===== src/rtl/cosim_regwr_arbiter.sv =====
// Round-robin merge of N register-write commit records into one ordered FIFO stream.
// Optional occupancy/stall statistics are enabled by defining COSIM_REGWR_STALL_STATS_EN.

package cosim_constants_pkg;
    localparam int REG_KEY_TYPE_W = 4;
    localparam int REG_KEY_ID_W   = 60;
    localparam int FREG_W         = 128;
    localparam int XREG_W         = 64;
endpackage

module cosim_regwr_arbiter
    import cosim_constants_pkg::*;
#(
    parameter int NUM_SRC = 3,
    parameter int DEPTH   = 8
) (
    input  logic                               clk_i,
    input  logic                               rst_ni,
    input  logic [NUM_SRC-1:0]                 src_valid_i,
    output logic [NUM_SRC-1:0]                 src_ready_o,
    input  logic [NUM_SRC*REG_KEY_TYPE_W-1:0]  src_type_i,
    input  logic [NUM_SRC*REG_KEY_ID_W-1:0]    src_id_i,
    input  logic [NUM_SRC*FREG_W-1:0]          src_data_i,
    output logic                               out_valid_o,
    input  logic                               out_ready_i,
    output logic [REG_KEY_TYPE_W-1:0]          out_type_o,
    output logic [REG_KEY_ID_W-1:0]            out_id_o,
    output logic [FREG_W-1:0]                  out_data_o,
    output logic [$clog2(NUM_SRC)-1:0]         out_src_o,
    output logic                               fifo_full_o
`ifdef COSIM_REGWR_STALL_STATS_EN
    ,
    output logic [31:0]                        stall_cnt_o,
    output logic [$clog2(DEPTH):0]             max_occ_o
`endif
);

    localparam int SRC_W = $clog2(NUM_SRC);
    localparam int PTR_W = $clog2(DEPTH);
    localparam int CNT_W = PTR_W + 1;

    typedef struct packed {
        logic [SRC_W-1:0]          src;
        logic [REG_KEY_TYPE_W-1:0] ktype;
        logic [REG_KEY_ID_W-1:0]   id;
        logic [FREG_W-1:0]         data;
    } entry_t;

    entry_t             mem_q [DEPTH];
    entry_t             rec_a [NUM_SRC];
    entry_t             push_entry_s;
    entry_t             head_s;

    logic [PTR_W-1:0]   wr_ptr_q, wr_ptr_d;
    logic [PTR_W-1:0]   rd_ptr_q, rd_ptr_d;
    logic [CNT_W-1:0]   cnt_q, cnt_d;
    logic [SRC_W-1:0]   rr_q, rr_d;

    logic [NUM_SRC-1:0] grant_s;
    logic               gnt_found_s;
    logic [SRC_W-1:0]   gnt_idx_s;
    logic [SRC_W-1:0]   cand_s;
    logic               head_valid_s;
    logic               push_s;
    logic               pop_s;
    logic               space_s;

    // Unpack per-source records; x-reg values keep only the low XREG_W bits.
    always_comb begin
        for (int s = 0; s < NUM_SRC; s++) begin
            rec_a[s].src   = SRC_W'(s);
            rec_a[s].ktype = src_type_i[s*REG_KEY_TYPE_W +: REG_KEY_TYPE_W];
            rec_a[s].id    = src_id_i[s*REG_KEY_ID_W +: REG_KEY_ID_W];
            if (src_type_i[s*REG_KEY_TYPE_W +: REG_KEY_TYPE_W] == 4'd0) begin
                rec_a[s].data = {{(FREG_W-XREG_W){1'b0}}, src_data_i[s*FREG_W +: XREG_W]};
            end else begin
                rec_a[s].data = src_data_i[s*FREG_W +: FREG_W];
            end
        end
    end

    // Round-robin search starting at rr_q; a full FIFO admits a push only alongside a pop.
    always_comb begin
        head_valid_s = (cnt_q != {CNT_W{1'b0}});
        pop_s        = head_valid_s && out_ready_i;
        space_s      = (cnt_q != CNT_W'(DEPTH)) || pop_s;
        grant_s      = {NUM_SRC{1'b0}};
        gnt_found_s  = 1'b0;
        gnt_idx_s    = {SRC_W{1'b0}};
        cand_s       = {SRC_W{1'b0}};
        for (int i = 0; i < NUM_SRC; i++) begin
            cand_s = SRC_W'((int'(rr_q) + i) % NUM_SRC);
            if (!gnt_found_s && space_s && src_valid_i[cand_s]) begin
                gnt_found_s      = 1'b1;
                gnt_idx_s        = cand_s;
                grant_s[cand_s]  = 1'b1;
            end else begin
                gnt_found_s      = gnt_found_s;
            end
        end
        push_s = gnt_found_s;
    end

    assign src_ready_o = grant_s;

    // Next-state for FIFO pointers, occupancy and the round-robin pointer.
    always_comb begin
        wr_ptr_d     = wr_ptr_q;
        rd_ptr_d     = rd_ptr_q;
        cnt_d        = cnt_q;
        rr_d         = rr_q;
        push_entry_s = rec_a[gnt_idx_s];
        if (push_s) begin
            wr_ptr_d = wr_ptr_q + PTR_W'(1);
            if (gnt_idx_s == SRC_W'(NUM_SRC - 1)) begin
                rr_d = {SRC_W{1'b0}};
            end else begin
                rr_d = gnt_idx_s + SRC_W'(1);
            end
        end else begin
            rr_d = rr_q;
        end
        if (pop_s) begin
            rd_ptr_d = rd_ptr_q + PTR_W'(1);
        end else begin
            rd_ptr_d = rd_ptr_q;
        end
        case ({push_s, pop_s})
            2'b10:   cnt_d = cnt_q + CNT_W'(1);
            2'b01:   cnt_d = cnt_q - CNT_W'(1);
            default: cnt_d = cnt_q;
        endcase
    end

    // Control state register.
    always_ff @(posedge clk_i or negedge rst_ni) begin
        if (!rst_ni) begin
            wr_ptr_q <= {PTR_W{1'b0}};
            rd_ptr_q <= {PTR_W{1'b0}};
            cnt_q    <= {CNT_W{1'b0}};
            rr_q     <= {SRC_W{1'b0}};
        end else begin
            wr_ptr_q <= wr_ptr_d;
            rd_ptr_q <= rd_ptr_d;
            cnt_q    <= cnt_d;
            rr_q     <= rr_d;
        end
    end

    // FIFO storage; cleared on reset so no stale record survives a mid-run reset.
    always_ff @(posedge clk_i or negedge rst_ni) begin
        if (!rst_ni) begin
            for (int e = 0; e < DEPTH; e++) begin
                mem_q[e] <= '0;
            end
        end else if (push_s) begin
            mem_q[wr_ptr_q] <= push_entry_s;
        end else begin
            mem_q[wr_ptr_q] <= mem_q[wr_ptr_q];
        end
    end

    // Head presentation, forced to zero while the FIFO is empty.
    always_comb begin
        head_s      = mem_q[rd_ptr_q];
        out_valid_o = head_valid_s;
        fifo_full_o = (cnt_q == CNT_W'(DEPTH));
        if (head_valid_s) begin
            out_type_o = head_s.ktype;
            out_id_o   = head_s.id;
            out_data_o = head_s.data;
            out_src_o  = head_s.src;
        end else begin
            out_type_o = {REG_KEY_TYPE_W{1'b0}};
            out_id_o   = {REG_KEY_ID_W{1'b0}};
            out_data_o = {FREG_W{1'b0}};
            out_src_o  = {SRC_W{1'b0}};
        end
    end

`ifdef COSIM_REGWR_STALL_STATS_EN
    logic [31:0]      stall_q, stall_d;
    logic [CNT_W-1:0] max_q, max_d;

    // A stall cycle is any cycle with a requesting source left ungranted; saturates.
    always_comb begin
        stall_d = stall_q;
        max_d   = max_q;
        if ((|(src_valid_i & ~grant_s)) && (stall_q != 32'hFFFF_FFFF)) begin
            stall_d = stall_q + 32'd1;
        end else begin
            stall_d = stall_q;
        end
        if (cnt_d > max_q) begin
            max_d = cnt_d;
        end else begin
            max_d = max_q;
        end
    end

    // Statistics registers.
    always_ff @(posedge clk_i or negedge rst_ni) begin
        if (!rst_ni) begin
            stall_q <= 32'd0;
            max_q   <= {CNT_W{1'b0}};
        end else begin
            stall_q <= stall_d;
            max_q   <= max_d;
        end
    end

    assign stall_cnt_o = stall_q;
    assign max_occ_o   = max_q;
`else
    // Statistics disabled: no extra ports, core behaviour identical.
`endif

endmodule

===== config.mk =====
export PLATFORM = sky130hd
export DESIGN_NAME = cosim_regwr_arbiter
export DESIGN_NICKNAME = d
export VERILOG_FILES = /design/src/rtl/cosim_regwr_arbiter.sv
export SDC_FILE = /design/constraint.sdc
export NUM_CORES = 2
export LEC_CHECK = 0
export CELL_PAD_IN_SITES_DETAIL_PLACEMENT = 1
export CELL_PAD_IN_SITES_GLOBAL_PLACEMENT = 2
export CORE_ASPECT_RATIO = 0.5
export CORE_MARGIN = 1
export CORE_UTILIZATION = 35
export DETAILED_ROUTE_END_ITERATION = 8
export HOLD_SLACK_MARGIN = 0.02
export MAX_ROUTING_LAYER = met4
export PLACE_DENSITY = 0.78
export SYNTH_ARGS = -nofsm -noshare
export SYNTH_HDL_FRONTEND = slang
export SYNTH_SLANG_ARGS = --single-unit
export TNS_END_PERCENT = 5

===== constraint.sdc =====
create_clock -name clk_i -period 3.3 [get_ports clk_i]
set_clock_uncertainty 0.1 [all_clocks]
set_input_delay 0.66 -clock clk_i [delete_from_list [all_inputs] [get_ports clk_i]]
set_output_delay 0.66 -clock clk_i [all_outputs]
set_load 0.005 [all_outputs]

==> results.md <==
* Final cell count without fillers at 12400
* Max_cap viols at 0
* Unique masters post-synth at 82
* R2R depth at 12
* Vias in the first global route at 76800
* Slowest CP cell: mux4_2
* Synth warn at 0
* CTS tree: done
* Die X-Extent at 698 um
* Total Routed Length at 356000 um
* Logic pwr share at 0.620
* Unrepaired setup endpoints after global routing: true
* Synthesized area at 84700 um2
* Core Region at around 240000 um2
* Post-synth EDFFs at 0
* RD Place Congestion at 0.873
* Routed wl met2 at 170000 um
* Area contributors post-synth: dfrtp_1, mux4_2, o21ai_0
* Post-synth top area share at 0.462
* Antenna violations before repair at 9
* Clk slew on worst S/H paths at approximately 0.060 ns
* Required time worst endpoint at 2.54 ns
* Io pins at 781
* Drt drc at 0
* First-pass GRT wire length at 526000 um
* Synth Net Count at between 8000 and 9000
* Synth async-reset ratio at 1.00
* DR WL met3 at 18300 um
* Htree depth at 4
* Worst setup SP type: flop
* Setup WS post-layout at -0.688 ns
* Die area at 244000 um2
* All-Layer GR Usage at 0.295
* Worst path cell trace: buf_12 > bufbuf_16 > mux4_2 > mux2i_1 > buf_4 > nor2_1 > clkdlybuf4s50_1
* Primary FF master, synth: dfrtp_1
* Pre-antenna DRT Iters at 6
* Core Rows at 127
* Fin area at 109000 um2
* Psw at ~68 mW
* DP HPWL at 241000 um
* Sequential share of the synthesized area at 0.462
* Clk_lat worst skew at 0.84 ns
* CTS buffer count at 165
* Sequential Power Share at 0.248
* Max VDD drop at between 0.7 and 0.8 mV
* Total negative setup slack at -100.94 ns
* Max-slew violations at 0
* Syn Area/Cell at 10.5 um2
* Failing checks: negative setup slack
* Crit Path Max Fanout at 9
* Leakage at between 40 and 50 nW
* IO Port Bufs at 780
* Vias per Instance at 5.88
* Chip height at around 350 um
* Final hold violations at 0
* Area growth syn-to-layout at 28.5%
* CTS root buffer: clkbuf_16
* Sw frac at 0.456
* Number of DRC markers in iteration 0 at 6030
* Crit share post-route at 1.21
* Placed insts at 12000
* Share of cells above drive strength 1 at 0.242
* Clk sink count at 1564
* Fmax at roughly 250 MHz
* Area leader, netlist: dfrtp_1
* Top Layer Used: met4
* Met1 WL at roughly 150000 um
* CP Capture Type: output port
* Syn Inst Count at 8058
* Clock share of power at 0.132
* Slew of the pin with the lowest slew margin at ~1.1 ns
* Minimum clock period at 3.99 ns
* Status: finished, violations left
* DP Area at approximately 100000 um2
* Synth Register Bits at ~1600
* Worst min-delay path class: input pin to async pin
* Routed wire per std cell at 28.7 um
* Crit path DAT at 3.23 ns
* DRT antenna net count at 0
* Critical Path Max Stage Delay at 0.52 ns
* Via count at between 70000 and 80000
* Cell Pwr Density at 1370 nW/um2
* Setup violators final at 689
* # nets final at between 9000 and 10000
* Reg2Reg Setup Slack at -0.26 ns
* Leading cell types in the layout, fill and taps excluded: dfrtp_1, nand2_1, o21ai_0, clkdlybuf4s50_1, buf_4
* Initial Utilization at 0.353
* Setup CP Type: flop to output port
* Commonest non-fill, non-tap cell in the layout: dfrtp_1
* Congestion Overflow GR at 0
* Int Pwr at a little over 80 mW
* Slew HR at 0.299
* Largest net degree at the start of global routing at around 150
* Clock buffer depth at 4
[sequential cells by signal (all words and copies together), names as in the netlist]
register,count
rd_ptr_q,3
cnt_q,4
mem_q,1552
rr_q,2
wr_ptr_q,3
[through the flow]
step	hold slack (ns)	power, mW	utilization	setup WS, ns
floorplan	0.264	83.3	-	0.0202
global placement	0.372	124	0.423	-0.751
detailed placement	0.387	126	0.423	-0.758
CTS	0.283	148	0.450	-0.771
global route	0.304	157	0.453	-0.751
finish	0.296	149	0.453	-0.688
[timing repair]
| action | 4_1_cts | 5_1_grt |
|---|---|---|
| setup endpoints to repair | 533 | 1390 |
| hold buffers | 1 | 0 |
| endpoints found under the hold margin | 53 | 0 |
| pin swaps | 21 | 5 |
| setup buffers | 24 | 59 |
| gates resized for setup | 403 | 141 |
| cloned | 4 | 4 |
[worst paths after layout]
check	endpoint	start
max	out_data_o[125]	rd_ptr_q[0]
min	mem_q[910]	rst_ni
max reg2reg	mem_q[1365]	rr_q[1]
min reg2reg	mem_q[1081]	mem_q[1081]
max in group asynchronous	mem_q[1210]	rst_ni
min in group clk_i	mem_q[1081]	mem_q[1081]
[routing by layer]
metal | global-route usage | vias to the layer above
met4 | 0.110 | 0
met3 | 0.0348 | 570
met5 | - | -
met1 | 0.385 | 38400
met2 | 0.474 | 2175
li1 | - | 31800
[worst max-delay path: cells and delay by family, from the launching register on]
family	cells	cell delay, ns
muxes	2	0.68
buffers and inverters	4	1.17
DFF	1	0.50
and+or+nand+nor	1	0.04
[cells in the mapped netlist, types with 9 or more instances]
cell type and count:
a21boi_0 70, a21o_1 13, a21oi_1 184, a221o_1 80, a221oi_1 157, a221oi_2 58
a222oi_1 34, a22o_1 46, a22o_2 23, a22oi_1 107, a2bb2oi_2 15, and2_1 11
and3_1 10, buf_1 76, buf_2 145, buf_4 20, buf_6 10, clkbuf_1 523
dfrtp_1 1564, mux2_2 114, mux2i_1 382, mux4_2 522, nand2_1 1483, nand3_1 81
nor2_1 498, nor3_1 14, o2111ai_1 10, o211ai_1 16, o21ai_0 1275, o21ai_1 115
o21ai_2 47, o221a_2 12, o221ai_1 9, o22a_1 33, o22ai_1 57, o22ai_2 39
o2bb2ai_1 25, o2bb2ai_2 18, o31ai_1 49
[logic make-up after synthesis]
family / after synthesis / synth area share
flops: 1564 / 0.462
xor+xnor: 8 / 0.000827
buf+inv: 786 / 0.0388
fa+ha+maj: 9 / 0.00131
simple gates: 2141 / 0.0988
mux: 1018 / 0.199
compound gates: 2532 / 0.199
[power groups by stage]
stage | clock, mW | combinational [mW] | sequential (mW)
floorplan | 0 | 49.4 | 33.9
global placement | 0 | 87.1 | 36.4
detailed placement | 0 | 88.9 | 37.0
CTS | 20.0 | 91.2 | 36.7
global route | 20.6 | 98.0 | 38.1
finish | 19.6 | 92.0 | 36.9
[layout make-up]
class | instances | area, um2
clock inverter | 64 | 778
antenna | 5 | 12.5
fill | 25800 | 131000
timing repair buffer | 1612 | 16600
sequential | 1564 | 39200
clock buffer | 218 | 4690
inverter | 11 | 76.3
multi-input combinational | 5708 | 43500
tap | 3225 | 4040
(Power assumes the default switching activity.)
